<file path="config.mk">
export PLATFORM = sky130hd
export DESIGN_NAME = ot_pingpong_ctrl_flat
export DESIGN_NICKNAME = d
export VERILOG_FILES = /design/src/rtl/ot_pingpong_ctrl_if.sv /design/src/rtl/ot_pingpong_ctrl.sv /design/src/flat_wrapper.sv
export SDC_FILE = /design/constraint.sdc
export NUM_CORES = 1
export LEC_CHECK = 0
export ABC_CLOCK_PERIOD_IN_PS = 2600
export BUFFER_PORTS_ARGS = -buffer_cell sky130_fd_sc_hd__buf_2
export CORE_AREA = 8 8 158 160
export CTS_CLUSTER_DIAMETER = 30
export DETAILED_ROUTE_END_ITERATION = 12
export DIE_AREA = 0 0 166 168
export GPL_ROUTABILITY_DRIVEN = 0
export PLACE_DENSITY = 0.66
export SETUP_SLACK_MARGIN = 0.3
export SKIP_CTS_REPAIR_TIMING = 1
export SLEW_MARGIN = 20
export SYNTH_ARGS = -nofsm -noshare
export SYNTH_HDL_FRONTEND = slang
export SYNTH_SLANG_ARGS = --single-unit
</file>
<file path="constraint.sdc">
create_clock -name clk -period 2.6 [get_ports clk]
set_input_delay 0.13 -clock clk [delete_from_list [all_inputs] [get_ports clk]]
set_output_delay 0.13 -clock clk [all_outputs]
set_load 0.01 [all_outputs]
</file>
<file path="src/rtl/ot_pingpong_ctrl_if.sv">
// Bundle of FIFO, dual SRAM bank and drain-stream signals for the ping-pong output tile controller.
// The controller owns the master side; the FIFO, SRAM banks and downstream consumer sit on the slave side.
interface ot_pingpong_ctrl_if #(
   parameter int SRAM_ADDR_BITS = 10,
   parameter int SRAM_DATA_BITS = 64
);
   logic                      fifo_empty_n;
   logic [SRAM_DATA_BITS-1:0] fifo_data;
   logic                      fifo_read;
   logic                      cen0;
   logic                      cen1;
   logic                      wen0;
   logic                      wen1;
   logic [SRAM_ADDR_BITS-1:0] addr0;
   logic [SRAM_ADDR_BITS-1:0] addr1;
   logic [SRAM_DATA_BITS-1:0] wdata0;
   logic [SRAM_DATA_BITS-1:0] wdata1;
   logic [SRAM_DATA_BITS-1:0] rdata0;
   logic [SRAM_DATA_BITS-1:0] rdata1;
   logic                      dout_valid;
   logic [SRAM_DATA_BITS-1:0] dout_data;
   logic                      dout_ready;
   logic                      dout_last;
   logic [1:0]                bank_full;

   modport master (
      input  fifo_empty_n, fifo_data, rdata0, rdata1, dout_ready,
      output fifo_read, cen0, cen1, wen0, wen1, addr0, addr1, wdata0, wdata1,
             dout_valid, dout_data, dout_last, bank_full
   );

   modport slave (
      output fifo_empty_n, fifo_data, rdata0, rdata1, dout_ready,
      input  fifo_read, cen0, cen1, wen0, wen1, addr0, addr1, wdata0, wdata1,
             dout_valid, dout_data, dout_last, bank_full
   );
endinterface

</file>
<file path="src/rtl/ot_pingpong_ctrl.sv">
// Ping-pong output tile controller: fills two SRAM banks alternately from a FWFT FIFO
// and drains each full bank word by word onto a valid/ready stream.
module ot_pingpong_ctrl #(
   parameter int ADDR_FINAL     = 20,
   parameter int SRAM_ADDR_BITS = 10,
   parameter int SRAM_DATA_BITS = 64
) (
   input  logic                 clk,
   input  logic                 reset,
   ot_pingpong_ctrl_if.master   bus
);

   localparam logic [SRAM_ADDR_BITS-1:0] LAST_ADDR = SRAM_ADDR_BITS'(ADDR_FINAL - 1);

   typedef enum logic [1:0] {R_IDLE, R_FETCH, R_CAP, R_OUT} rd_state_t;

   logic                      pop_bank;
   logic [SRAM_ADDR_BITS-1:0] pop_cnt;
   logic                      wr_valid;
   logic                      wr_bank;
   logic [SRAM_ADDR_BITS-1:0] wr_addr;
   logic [SRAM_DATA_BITS-1:0] wr_data;
   logic [1:0]                bank_full;
   logic [1:0]                set_full;
   logic [1:0]                clr_full;
   logic [1:0]                blocked;
   logic                      pop;
   rd_state_t                 state;
   rd_state_t                 state_nxt;
   logic                      rd_bank;
   logic [SRAM_ADDR_BITS-1:0] rd_cnt;
   logic [SRAM_DATA_BITS-1:0] dout_data_q;
   logic                      fetch;
   logic                      capture;
   logic                      drain_hs;

   // A bank whose final write is committing this cycle counts as full already,
   // so the filler can never slip an extra word into it.
   always_comb begin
      set_full = 2'b00;
      if (wr_valid && (wr_addr == LAST_ADDR)) begin
         set_full[wr_bank] = 1'b1;
      end
      blocked = bank_full | set_full;
      pop     = reset & bus.fifo_empty_n & ~blocked[pop_bank];
   end

   always_ff @(posedge clk or negedge reset) begin
      if (!reset) begin
         pop_bank <= 1'b0;
         pop_cnt  <= '0;
         wr_valid <= 1'b0;
         wr_bank  <= 1'b0;
         wr_addr  <= '0;
         wr_data  <= '0;
      end else begin
         wr_valid <= pop;
         if (pop) begin
            wr_bank <= pop_bank;
            wr_addr <= pop_cnt;
            wr_data <= bus.fifo_data;
            if (pop_cnt == LAST_ADDR) begin
               pop_cnt  <= '0;
               pop_bank <= ~pop_bank;
            end else begin
               pop_cnt <= pop_cnt + SRAM_ADDR_BITS'(1);
            end
         end
      end
   end

   always_ff @(posedge clk or negedge reset) begin
      if (!reset) begin
         state <= R_IDLE;
      end else begin
         state <= state_nxt;
      end
   end

   always_comb begin
      state_nxt = state;
      fetch     = 1'b0;
      capture   = 1'b0;
      drain_hs  = 1'b0;
      clr_full  = 2'b00;
      case (state)
         R_IDLE: begin
            if (bank_full[rd_bank]) begin
               state_nxt = R_FETCH;
            end
         end
         R_FETCH: begin
            fetch     = 1'b1;
            state_nxt = R_CAP;
         end
         R_CAP: begin
            capture   = 1'b1;
            state_nxt = R_OUT;
         end
         R_OUT: begin
            if (bus.dout_ready) begin
               drain_hs = 1'b1;
               if (rd_cnt == LAST_ADDR) begin
                  clr_full[rd_bank] = 1'b1;
                  state_nxt         = R_IDLE;
               end else begin
                  state_nxt = R_FETCH;
               end
            end
         end
         default: state_nxt = R_IDLE;
      endcase
   end

   // Set and clear target different banks, so both apply in the same cycle.
   always_ff @(posedge clk or negedge reset) begin
      if (!reset) begin
         bank_full   <= 2'b00;
         rd_bank     <= 1'b0;
         rd_cnt      <= '0;
         dout_data_q <= '0;
      end else begin
         bank_full <= (bank_full & ~clr_full) | set_full;
         if (capture) begin
            dout_data_q <= rd_bank ? bus.rdata1 : bus.rdata0;
         end
         if (drain_hs) begin
            if (rd_cnt == LAST_ADDR) begin
               rd_cnt  <= '0;
               rd_bank <= ~rd_bank;
            end else begin
               rd_cnt <= rd_cnt + SRAM_ADDR_BITS'(1);
            end
         end
      end
   end

   always_comb begin
      bus.cen0   = 1'b1;
      bus.wen0   = 1'b1;
      bus.addr0  = '0;
      bus.wdata0 = '0;
      bus.cen1   = 1'b1;
      bus.wen1   = 1'b1;
      bus.addr1  = '0;
      bus.wdata1 = '0;
      if (wr_valid) begin
         if (!wr_bank) begin
            bus.cen0   = 1'b0;
            bus.wen0   = 1'b0;
            bus.addr0  = wr_addr;
            bus.wdata0 = wr_data;
         end else begin
            bus.cen1   = 1'b0;
            bus.wen1   = 1'b0;
            bus.addr1  = wr_addr;
            bus.wdata1 = wr_data;
         end
      end
      if (fetch) begin
         if (!rd_bank) begin
            bus.cen0  = 1'b0;
            bus.addr0 = rd_cnt;
         end else begin
            bus.cen1  = 1'b0;
            bus.addr1 = rd_cnt;
         end
      end
   end

   assign bus.fifo_read  = pop;
   assign bus.dout_valid = (state == R_OUT);
   assign bus.dout_last  = (state == R_OUT) && (rd_cnt == LAST_ADDR);
   assign bus.dout_data  = dout_data_q;
   assign bus.bank_full  = bank_full;

endmodule

</file>
<file path="src/flat_wrapper.sv">
// flat-port wrapper written by rule: the top's interface ports become plain ports
module ot_pingpong_ctrl_flat 
#(
   parameter int ADDR_FINAL     = 20,
   parameter int SRAM_ADDR_BITS = 10,
   parameter int SRAM_DATA_BITS = 64
)
  (clk, reset, bus_fifo_empty_n, bus_fifo_data, bus_rdata0, bus_rdata1, bus_dout_ready, bus_fifo_read, bus_cen0, bus_cen1, bus_wen0, bus_wen1, bus_addr0, bus_addr1, bus_wdata0, bus_wdata1, bus_dout_valid, bus_dout_data, bus_dout_last, bus_bank_full);
  ot_pingpong_ctrl_if #(.SRAM_ADDR_BITS(SRAM_ADDR_BITS), .SRAM_DATA_BITS(SRAM_DATA_BITS)) bus_i ();
  input  logic clk;
  input  logic reset;
  input wire logic [$bits(bus_i.fifo_empty_n)-1:0] bus_fifo_empty_n;
  input wire logic [$bits(bus_i.fifo_data)-1:0] bus_fifo_data;
  input wire logic [$bits(bus_i.rdata0)-1:0] bus_rdata0;
  input wire logic [$bits(bus_i.rdata1)-1:0] bus_rdata1;
  input wire logic [$bits(bus_i.dout_ready)-1:0] bus_dout_ready;
  output wire logic [$bits(bus_i.fifo_read)-1:0] bus_fifo_read;
  output wire logic [$bits(bus_i.cen0)-1:0] bus_cen0;
  output wire logic [$bits(bus_i.cen1)-1:0] bus_cen1;
  output wire logic [$bits(bus_i.wen0)-1:0] bus_wen0;
  output wire logic [$bits(bus_i.wen1)-1:0] bus_wen1;
  output wire logic [$bits(bus_i.addr0)-1:0] bus_addr0;
  output wire logic [$bits(bus_i.addr1)-1:0] bus_addr1;
  output wire logic [$bits(bus_i.wdata0)-1:0] bus_wdata0;
  output wire logic [$bits(bus_i.wdata1)-1:0] bus_wdata1;
  output wire logic [$bits(bus_i.dout_valid)-1:0] bus_dout_valid;
  output wire logic [$bits(bus_i.dout_data)-1:0] bus_dout_data;
  output wire logic [$bits(bus_i.dout_last)-1:0] bus_dout_last;
  output wire logic [$bits(bus_i.bank_full)-1:0] bus_bank_full;
  assign bus_i.fifo_empty_n = bus_fifo_empty_n;
  assign bus_i.fifo_data = bus_fifo_data;
  assign bus_i.rdata0 = bus_rdata0;
  assign bus_i.rdata1 = bus_rdata1;
  assign bus_i.dout_ready = bus_dout_ready;
  assign bus_fifo_read = bus_i.fifo_read;
  assign bus_cen0 = bus_i.cen0;
  assign bus_cen1 = bus_i.cen1;
  assign bus_wen0 = bus_i.wen0;
  assign bus_wen1 = bus_i.wen1;
  assign bus_addr0 = bus_i.addr0;
  assign bus_addr1 = bus_i.addr1;
  assign bus_wdata0 = bus_i.wdata0;
  assign bus_wdata1 = bus_i.wdata1;
  assign bus_dout_valid = bus_i.dout_valid;
  assign bus_dout_data = bus_i.dout_data;
  assign bus_dout_last = bus_i.dout_last;
  assign bus_bank_full = bus_i.bank_full;
  ot_pingpong_ctrl #(.ADDR_FINAL(ADDR_FINAL), .SRAM_ADDR_BITS(SRAM_ADDR_BITS), .SRAM_DATA_BITS(SRAM_DATA_BITS)) u_core (.clk(clk), .reset(reset), .bus(bus_i));
endmodule
</file>
==> results, run 1 <==
- The filler cell count is 2022.
- The max-slew violation count is 0.
- The number of global-route vias before repair is 7163.
- The number of synthesized register bits is 166.
- The core box area is 0.0224 mm^2.
- In the routed layout, each cell is associated on average with a via count of 4.84.
- The final design area excluding fillers is 0.0119 mm^2.
- The maximum vdd ir drop is 435 uV.
- Setup repair after global routing left no endpoint under its margin.
- Max-cap violations in this run came to 0.
- The worst setup path is of the reg2out kind.
- The maximum count of clock buffers along a single path is 2.
- The root buffer cell chosen for the clock tree is sky130_fd_sc_hd__clkbuf_16.
- The number of sinks driven by the clock tree is 166.
- The critical path data arrival time is 2040 ps.
- In this run the worst path has a maximum fanout of 67.
- The startpoint class of the critical path is a flip-flop.
- The post-route fraction of the period consumed by the critical path is 0.834.
- The final count of hold timing violations is 0.
- The worst path in the final design needs a cycle of 2170 ps, including I/O delays and setup.
- By count the netlist is led by 166 x sky130_fd_sc_hd__dfrtp_1, 78 x sky130_fd_sc_hd__nor2_1, 75 x sky130_fd_sc_hd__mux2_2, 69 x sky130_fd_sc_hd__a21oi_1, 68 x sky130_fd_sc_hd__and3_1.
- Across every metal layer, demand over resource in global routing totals 0.193.
- At the pin with the least slew margin, the transition time is 911 ps.
- For this block, the routed nets add up to 28600 um of wire.
- For this configuration, the core starts out at a cell density of 0.365.
- The die width is 166 um.
- The die covers 0.0279 mm^2.
- The number of nets produced by synthesis is 960.
- The post-synthesis sequential area ratio is 0.509.
- For this design the ratio of total power to cell area is 722 mW/mm^2.
- The count of boundary I/O pins is 417.
- The total design power is 8.62 mW.
- The most used flip-flop cell after synthesis is sky130_fd_sc_hd__dfrtp_1.
- After detailed routing, the average wire length per cell comes to 18.8 um.
- The clock tree from TritonCTS is yes.
- During placement, the flow inserted port buffers numbering 416.
- In the final layout, the share of cells above drive strength 1 is 0.449.
- After clock tree synthesis, the clock-pin slew on the worst setup and hold paths is 70 ps.
- Buffers inserted during clock tree synthesis total 17.
- For this run, design rule violations remaining after detail routing come to 0.
- The row count is 55.
- CTS built an H-tree with a depth of 4.
- The worst pin sits at a relative slew slack of 0.393.
- The setup slack after layout is 431 ps.
- Entering global routing, the biggest net connects 167 pins.
- By area the synthesized netlist is led by sky130_fd_sc_hd__dfrtp_1 51%, sky130_fd_sc_hd__mux2_2 10%, sky130_fd_sc_hd__mux2i_1 8.1%.
- The remaining global-route overflow is 0.
- The cell accounting for the most synthesized area is sky130_fd_sc_hd__dfrtp_1.
- Each instance of the synthesized netlist takes up on average 10.8 um^2.
- The number of nets in the final layout is 1427.
- The first global-routing pass estimated 42700 um of wire.
- The number of antenna violations at the first check in global routing is 1.
- Once placement completed, the tool counted placed cells totaling 1421.
- Detailed placement ended at an HPWL of 21500 um.
- The share of synthesized area in the top cell type comes to 0.509.
- The number of standard cells in the layout, taps in and fillers out is 1523.
- In this run, the number of DRC markers left after iteration 0 of detailed routing was 469.
- For this run, the top clock speed supported by timing is 461 MHz.
- Counting flops with a built-in enable in the synthesized netlist gives 0.
- The area growth from synthesis to layout is 46.1%.
- The detail route stage leaves a number of antenna-violating nets equal to 0.
- The post-placement cell area is 0.0106 mm^2.
- At the later pin of the worst-skew pair, clock insertion delay measures 420 ps.
- After synthesis the cells add up to 0.00817 mm^2.
- The number of endpoints failing setup at the final stage is 0.
- The endpoint kind of the worst setup timing path is a primary output.
- The number of search-and-repair iterations in the first detailed-routing pass is 4.
- The run finished with clean final reports.
- The number of distinct library cell variants in the gate-level netlist after synthesis is 35.
- The path class of the lowest-slack min-delay path is in2reg.
- STA puts the critical path data required time at 2470 ps.
- The die boundary height is 168 um.
- Summed over all cells, the static leakage comes to 6.29 nW.
- The post-place setup slack is 14.8 ps.
- Synthesis handed over a netlist of 757 instances.
- The routed via count is 7368.
- The Yosys step of the flow raised 0 warnings.
- The clock arrives with 14.1 ps of skew.
- After synthesis, the share of flip-flops with an asynchronous set or reset is 1.00.
- The most repeated cell in the gate-level netlist after synthesis is sky130_fd_sc_hd__dfrtp_1.
-- path summary, 6_finish.rpt --
check / to / slack [ps] / from / depth (start not counted)
max in group asynchronous: u_core.wr_data[37] / 1410 / reset / 3
hold reg to reg: u_core.bus.dout_data[59] / 520 / u_core.bus.dout_data[59] / 2
hold / removal: u_core.bus.dout_data[50] / 3 / bus_rdata0[50] / 3
setup reg to reg: u_core.wr_data[42] / 450 / u_core.pop_bank / 5
min in group asynchronous: u_core.state[0] / 510 / reset / 3
setup / recovery: bus_addr0[6] / 430 / u_core.wr_valid / 6
-- area by class of cell --
type	instances	area (um^2)	area share
clock buffers	19	453	0.0380
inverters	6	22.5	0.00189
well taps	285	357	0.0299
diodes	1	2.50	0.000210
flip-flops and latches	166	4160	0.349
repair buffers	504	2980	0.250
clock inverters	13	161	0.0135
multi-input cells	529	3800	0.318
-- state kept, by name (all words and copies together), names as in the netlist --
register and count:
u_core.bus.dout_data 64, u_core.wr_data 64, u_core.pop_cnt 10, u_core.rd_cnt 10
u_core.wr_addr 10, u_core.bus.bank_full 2, u_core.state 2, u_core.pop_bank 1
u_core.rd_bank 1, u_core.wr_bank 1, u_core.wr_valid 1
-- cell usage in the layout (no fill, tap or decap), drive strengths merged, types with 3 or more instances in the layout --
cell         Yosys  layout
a21o             3       3
a21oi           69      69
a22o            21      21
a31oi            4       4
and2            67      67
and3            68      68
buf             17     438
clkbuf          40      20
clkinv           0       4
dfrtp          166     166
dlygate4sd3      0      65
ha               7       7
inv              6      11
mux2            76      76
mux2i           66      66
nand2           17      17
nand3            4       4
nand4            8       8
nor2            78      79
nor2b            5       5
o21ai            8       8
xnor2           12      12
-- critical path, stage by stage (launching register included) --
cell	delay, ps
sky130_fd_sc_hd__dfrtp_2	360
sky130_fd_sc_hd__clkbuf_8	320
sky130_fd_sc_hd__nor2b_4	250
sky130_fd_sc_hd__inv_1	140
sky130_fd_sc_hd__nor2_2	240
sky130_fd_sc_hd__a22o_1	170
sky130_fd_sc_hd__buf_2	130
-- power breakdown --
part / leakage, nW / switching, mW / internal [mW]
registers: 2.07 / 0.343 / 3.17
clock network: 0.296 / 1.11 / 1.50
logic: 3.93 / 1.46 / 1.05
-- stage by stage --
step	util	TNS [ps]	hold slack, ps
after floorplan	-	0	-166
after global routing	0.533	0	4.43
after CTS	0.502	-282	-85.9
after detailed placement	0.474	0	365
after global placement	0.474	0	361
final	0.534	0	2.91
-- routing by layer --
metal / global-route usage / wire (um) / vias to the layer above
li1: - / - / 3580
met3: 0.0514 / 1810 / 34
met2: 0.338 / 14700 / 251
met4: 0.0518 / 439 / 2
met1: 0.233 / 11700 / 3501
met5: 0 / 12 / -
-- cells by family after synthesis --
| family | after synthesis | share of synthesized area |
|---|---|---|
| simple gates | 258 | 0.170 |
| mux | 142 | 0.186 |
| flops | 166 | 0.509 |
| buf+inv | 63 | 0.0314 |
| xor+xnor | 14 | 0.0150 |
| compound gates | 107 | 0.0789 |
| fa+ha+maj | 7 | 0.0107 |
Power figures use the tool's default switching activity.
==> run 2: changes to the inputs <==
- ABC_CLOCK_PERIOD_IN_PS: 2600 -> 2000
- CORE_AREA: 8 8 158 160 -> 8 8 155 157
- DIE_AREA: 0 0 166 168 -> 0 0 163 165
- PLACE_DENSITY: 0.66 -> 0.68
- clock period: 2.6 -> 2 ns (I/O delays scaled with it)
==> run 2 against run 1 <==
  * Die area is 3.6% lower
  * The flow now finishes with violations (hold timing, setup timing)
  * Critical endpoint is now u_core.wr_data[9]
  * Non-clock buffer count up 79
  * Sequential share of layout area is 4.5 points lower
  * Flip-flop and latch count is the same
  * Clock skew about the same
  * Cell area is 15% higher
  * Combinational power rose by 41%
  * Largest power group unchanged
==> results, run 2 (synthesized netlist as in run 1, its figures left out) <==
- The routed wire length per instance is 20.9 um (+11%).
- The maximum fanout count along the critical path came to 10 (-85%).
- The number of standard cells in the layout, taps in and fillers out came to 1596 (+4.8%).
- Setup repair after global routing could not meet its margin everywhere.
- The library cell used most frequently in the layout, excluding fill and tap cells, is sky130_fd_sc_hd__buf_2.
- The clock tree root driver cell is sky130_fd_sc_hd__clkbuf_16.
- The row count came to 54 (-1.8%).
- The total area of multi-input combinational cells is 0.00417 mm^2 (+9.8%).
- The detailed-route vias per instance is 5.12 (+5.7%).
- The cell count of the worst reg-to-reg path is 7 (+2).
- The total buffers and inverters traversed by the critical path is 3 (unchanged).
- The endpoint identified for the worst register-to-register timing path is u_core.wr_data[9].
- The number of endpoints failing setup at the final stage is 5 (+5).
- The worst-margin pin slew is 1020 ps (+108 ps).
- The wire length of the first global-routing pass is 40100 um (-6.1%).
- The top achievable clock speed is 498 MHz.
- The register area is 0.00417 mm^2 (+0.27%).
- The setup slack after layout is -7.40 ps (-439 ps).
- The met3 usage in global routing was 0.0431 (-0.00833).
- The met2 usage in global routing is 0.343 (+0.00562).
- The routed via count is 8164 (+11%).
- The number of global-route vias before repair is 7203 (+0.56%).
- The type of the setup path with the least slack is reg2reg.
- The path class of the lowest-slack min-delay path is in2reg.
- The post-place setup slack was 13.6 ps (-1.20 ps).
- The maximum count of clock buffers along a single path is 2 (unchanged).
- The final design area excluding fillers is 0.0137 mm^2 (+15%).
- The worst register-to-register path begins at u_core.wr_valid.
- The core box area was 0.0215 mm^2 (-3.9%).
- The count of max-cap constraint violations came to 0 (unchanged).
- Compared with the post-synthesis result, the final layout area differs by 68.0%.
- The max-slew violation count is 0 (unchanged).
- The TritonCTS buffer count was 17 (unchanged).
- The worst path in the final design needs a cycle of 2010 ps, including I/O delays and setup.
- The die boundary height is 165 um (-1.8%).
- The number of sinks driven by the clock tree came to 166 (unchanged).
- The insertion delay of the later-clocked pin in the worst-skew pair is 420 ps (about the same).
- The worst hold path begins at bus_rdata0[8].
- The die width is 163 um (-1.8%).
- The flow ran to the end, but the final reports show violations.
- The cell family contributing the most delay on the critical path is buffers and inverters.
- The sum of negative setup slack is -13.2 ps (-13.2 ps).
- In this run the most used layer during global routing was met2.
- For this design, the slowest cell found on the critical path is sky130_fd_sc_hd__dfrtp_2.
- The checks that failed: hold timing, setup timing.
- The number of search-and-repair iterations in the first detailed-routing pass is 5 (+1).
- The remaining design rule violation count is 0 (unchanged).
- The clock slew at the register clock pins of the worst setup and hold paths is 60 ps (about the same).
- The total leakage power came to 6.93 nW (+10%).
- The worst slew slack as a fraction of its limit is 0.321 (-0.0718).
- The maximum vdd ir drop was 575 uV (+32%).
- In the layout the commonest cells are 347 x sky130_fd_sc_hd__buf_2, 154 x sky130_fd_sc_hd__dfrtp_1, 83 x sky130_fd_sc_hd__dlygate4sd3_1, 82 x sky130_fd_sc_hd__buf_6, 73 x sky130_fd_sc_hd__nor2_1.
- The delay of the slowest cell on the worst path is 450 ps (+90 ps).
- The cell total after placement is 1425 (+0.28%).
- The power density over the cells was 823 mW/mm^2 (+14%).
- The area of the die is 0.0269 mm^2 (-3.6%).
- The maximum number of pins on one net before global-route repair was 167 (unchanged).
- The remaining global-route overflow is 0 (unchanged).
- The number of instances on the worst hold path came to 3 (unchanged).
- The DRC marker count from the first detailed-route iteration is 580 (+24%).
- The number of antenna violations at the first check in global routing came to 3 (+2).
- The met1 routing resource usage after global routing is 0.218 (-0.0150).
- The critical path data arrival time was 2300 ps (+260 ps).
- The filler cell count is 1583 (-22%).
- The setup slack of the worst register-to-register path is -7 ps (-460 ps).
- The post-route fraction of the period consumed by the critical path is 1.00.
- For hold timing, the worst endpoint is u_core.bus.dout_data[8].
- The maximum clock skew at final layout was 13.9 ps (-0.229 ps).
- The post-placement cell area is 0.0107 mm^2 (+1.0%).
- The antenna violation net count after detailed routing came to 0 (unchanged).
- The estimated wirelength of the detail-placed design is 20700 um (-4.0%).
- TritonCTS built the clock tree.
- STA classifies the critical path endpoint as a flip-flop.
- The total routing resource utilization after global routing is 0.189 (-0.00473).
- In this design, the critical path's most frequently occurring cell is sky130_fd_sc_hd__buf_12.
- The initial core utilization came to 0.380 (+0.0149).
- The count of buffers inserted at the top-level ports is 416 (unchanged).
- The wire length reported by the detailed router is 33300 um (+16%).
- The H-tree level count is 4 (unchanged).
- Walking the worst path, the cells encountered are nor4bb_4 -> and3_4 -> a211oi_4 -> buf_4 -> buf_12 -> buf_12 -> mux2_2.
- STA classifies the critical path startpoint as a flip-flop.
- The final count of hold timing violations is 11 (+11).
- The share of cells above drive strength 1 was 0.546 (+0.0966).
- The final worst hold slack is -20.4 ps (-23.3 ps).
- The worst endpoint required time came to 2290 ps (-180 ps).
- The count of boundary I/O pins is 417 (unchanged).
- The number of nets in the final layout is 1505 (+5.5%).
## run 2: changes by cell type in the layout (fill, tap and decap cells not counted), moves of 18 or more
cell	delta
sky130_fd_sc_hd__buf_4	+24
sky130_fd_sc_hd__buf_6	+81
sky130_fd_sc_hd__dlygate4sd3_1	+18
sky130_fd_sc_hd__buf_2	-68
sky130_fd_sc_hd__and2_1	-64
sky130_fd_sc_hd__and2_4	+64
## run 2: cell type report
type / instances / share of cell area
inverters: 6 / 0.00182
flip-flops and latches: 166 / 0.304
repair buffers: 583 / 0.323
clock buffers: 18 / 0.0313
well taps: 280 / 0.0255
multi-input cells: 528 / 0.304
diodes: 3 / 0.000547
clock inverters: 12 / 0.00949
## run 2: routing by layer
| layer | wire length, um | vias up |
|---|---|---|
| met5 | 0 | - |
| met4 | 628 | 0 |
| li1 | - | 3748 |
| met3 | 2230 | 49 |
| met2 | 17500 | 388 |
| met1 | 13000 | 3979 |
## run 2: worst max path at each step
| stage | cells after the start | start | slack (ps) | endpoint |
|---|---|---|---|---|
| after floorplan | 7 | u_core.wr_bank | 210 | u_core.pop_cnt[5] |
| after global placement | 5 | u_core.pop_bank | 90 | u_core.wr_data[7] |
| after detailed placement | 6 | u_core.bus.bank_full[0] | 10 | u_core.wr_data[7] |
| after CTS | 7 | u_core.wr_valid | -240 | bus_addr0[2] |
| after global routing | 7 | u_core.wr_valid | -80 | bus_addr0[4] |
| final | 7 | u_core.wr_valid | -7 | u_core.wr_data[9] |
## run 2: worst min-delay path: cells and delay by family
kind	cells	cell delay, ps
buffers and inverters	1	70
AOI/OAI and AO/OA	1	130
muxes	1	50
## run 2: power breakdown
group,switching [mW],internal (mW),leakage [nW]
Clock,1.36,1.83,0.273
Combinational,1.96,1.56,4.61
Sequential,0.458,4.12,2.05
Total,3.78,7.51,6.93
## run 2: stage by stage
step	utilization	power (mW)
6_report	0.638	11.3
2_1_floorplan	-	6.20
3_5_place_dp	0.499	7.80
5_1_grt	0.638	12.0
4_1_cts	0.525	11.0
3_3_place_gp	0.499	7.69
==> run 3: changes to the inputs <==
- CORE_AREA: 8 8 155 157 -> 2 2 163 165
- DIE_AREA: 0 0 163 165 -> 0 0 165 167
- PLACE_DENSITY: 0.68 -> 0.58
==> run 3 against run 2 <==
  * The flow still finishes with violations (hold timing, setup timing)
  * Die area increased by 2.5%
  * Clock power decreased by 2%
  * Maximum frequency decreased by 1.5%
  * Critical path type unchanged
  * Largest cell class is now flip-flops and latches
==> results, run 3 (synthesized netlist as in run 1, its figures left out) <==
- Setup repair after global routing could not meet its margin everywhere.
- The final reports fail on hold timing, setup timing.
- The number of search-and-repair iterations in the first detailed-routing pass came to 5 (unchanged).
- The insertion delay of the later-clocked pin in the worst-skew pair came to 420 ps (about the same).
- The total design power is 11.2 mW (-1.0%).
- The remaining design rule violation count is 0 (unchanged).
- The die boundary height was 167 um (+1.2%).
- The setup slack after layout is -38.6 ps (-31.2 ps).
- The startpoint class of the critical path is a flip-flop.
- The final worst hold slack is -19.8 ps (+0.593 ps).
- The cell family contributing the most delay on the critical path is buffers and inverters.
- The detailed-route vias per instance is 4.78 (-6.6%).
- The count of buffers inserted at the top-level ports is 416 (unchanged).
- The maximum fanout count along the critical path was 17 (+7).
- The total routing resource utilization after global routing is 0.179 (-0.00992).
- The max-slew violation count is 0 (unchanged).
- The worst endpoint required time is 2300 ps (about the same).
- The initial core utilization came to 0.317 (-0.0631).
- The number of endpoints failing setup at the final stage is 31 (+26).
- The area of the die came to 0.0276 mm^2 (+2.5%).
- The endpoint kind of the worst setup timing path is a flip-flop.
- The estimated wirelength of the detail-placed design is 18900 um (-8.7%).
- The post-route fraction of the period consumed by the critical path is 1.02 (+0.0156).
- The maximum count of clock buffers along a single path was 2 (unchanged).
- The filler cell count came to 2353 (+49%).
- The maximum vdd ir drop is 510 uV (-11%).
- The antenna violation net count after detailed routing is 0 (unchanged).
- The wire length reported by the detailed router was 29900 um (-10%).
- The TritonCTS buffer count was 17 (unchanged).
- The final critical-path required period is 2040 ps (+31.2 ps).
- The number of global-route vias before repair is 6578 (-8.7%).
- The path class of the lowest-slack min-delay path is in2reg.
- The post-placement cell area is 0.0108 mm^2 (+0.37%).
- The power density over the cells is 855 mW/mm^2 (+3.9%).
- The maximum clock skew at final layout is 9.85 ps (-4.03 ps).
- The worst-margin pin slew is 978 ps (-40.6 ps).
- The number of nets in the final layout came to 1492 (-0.86%).
- The remaining global-route overflow is 0 (unchanged).
- The routed wire length per instance is 18.3 um (-12%).
- The die width is 165 um (+1.2%).
- The cell sitting at the root of the clock tree is a sky130_fd_sc_hd__clkbuf_16.
- The final count of hold timing violations is 14 (+3).
- The total buffers and inverters traversed by the critical path is 2 (-1).
- The count of boundary I/O pins is 417 (unchanged).
- The delay of the slowest cell on the worst path was 410 ps (-40 ps).
- The DRC marker count from the first detailed-route iteration is 551 (-5.0%).
- The row count is 59 (+9.3%).
- The antenna cell count is 0 (-3).
- The critical path data arrival time is 2340 ps (+40 ps).
- The total leakage power is 6.70 nW (-3.3%).
- The number of sinks driven by the clock tree is 166 (unchanged).
- The clock tree from TritonCTS is yes.
- The critical path goes through nor4bb_4 -> and3_4 -> a211oi_4 -> buf_6 -> clkbuf_16 -> mux2_2.
- The routed via count is 7819 (-4.2%).
- The top achievable clock speed came to 491 MHz (-1.5%).
- The maximum number of pins on one net before global-route repair came to 167 (unchanged).
- The top cell types in the final layout, fill and taps aside, are 413 x sky130_fd_sc_hd__buf_2, 159 x sky130_fd_sc_hd__dfrtp_1, 84 x sky130_fd_sc_hd__dlygate4sd3_1, 73 x sky130_fd_sc_hd__nor2_1.
- The core box area is 0.0258 mm^2 (+20%).
- The count of max-cap constraint violations is 0 (unchanged).
- The share of cells above drive strength 1 is 0.486 (-0.0599).
- The setup path with the least slack is of type reg2reg.
- The number of antenna violations at the first check in global routing came to 2 (-1).
- The wire length of the first global-routing pass is 38000 um (-5.3%).
- The run finished, with violations left.
- The final design area excluding fillers came to 0.0131 mm^2 (-4.8%).
- The H-tree level count is 4 (unchanged).
- Compared with the post-synthesis result, the final layout area differs by 60.0%.
- For this design, the slowest cell found on the critical path is sky130_fd_sc_hd__dfrtp_2.
- The worst slew slack as a fraction of its limit was 0.348 (+0.0271).
- The clock slew at the register clock pins of the worst setup and hold paths is 70 ps (about the same).
- Leaving out fill and tap cells, the most frequent cell in the layout is sky130_fd_sc_hd__buf_2.
[run 3: metrics by stage]
step | std cells | TNS (ps) | util | setup slack, ps
4_1_cts | 1513 | -8850 | 0.439 | -338
2_1_floorplan | 757 | 0 | - | 213
3_3_place_gp | 1481 | -180 | 0.417 | -9.30
5_1_grt | 1637 | -3290 | 0.507 | -80.1
3_5_place_dp | 1481 | -1700 | 0.417 | -51.2
6_report | 1637 | -566 | 0.507 | -38.6
[run 3: final cells by class]
cell class	count	area, um^2	area share
timing repair buffer	569	3830	0.293
tap	335	419	0.0321
clock buffer	19	443	0.0339
inverter	6	25.0	0.00192
sequential	166	4170	0.319
multi-input combinational	529	4070	0.311
clock inverter	13	111	0.00852
[run 3: worst reg2reg max path, stage by stage, from the launching register on]
cell                        delay [ps]
sky130_fd_sc_hd__dfrtp_2           410
sky130_fd_sc_hd__nor4bb_4          160
sky130_fd_sc_hd__and3_4            190
sky130_fd_sc_hd__a211oi_4          350
sky130_fd_sc_hd__buf_6             240
sky130_fd_sc_hd__clkbuf_16         230
sky130_fd_sc_hd__mux2_2            350
[run 3: final timing paths]
path | from | endpoint | slack [ps] | cells past startpoint
hold reg to reg | u_core.bus.dout_data[41] | u_core.bus.dout_data[41] | 520 | 2
min in group asynchronous | reset | u_core.bus.dout_data[57] | 410 | 3
max in group asynchronous | reset | u_core.bus.dout_data[31] | 800 | 3
hold / removal | bus_rdata0[60] | u_core.bus.dout_data[60] | -20 | 3
setup / recovery | u_core.wr_valid | u_core.wr_data[51] | -40 | 6
setup reg to reg | u_core.wr_valid | u_core.wr_data[51] | -40 | 6
[run 3: power by group]
part | total (mW) | switching, mW | internal, mW | leakage [nW]
logic | 3.48 | 1.93 | 1.55 | 4.38
registers | 4.57 | 0.452 | 4.12 | 2.06
clock network | 3.12 | 1.46 | 1.66 | 0.265
[run 3: routing by layer]
metal  GRT usage  routed length [um]  vias up
met5           0                  13        -
met4      0.0469                 568        2
met3      0.0336                1370       38
met2       0.308               15000      251
met1       0.229               12900     3820
li1            -                   -     3708
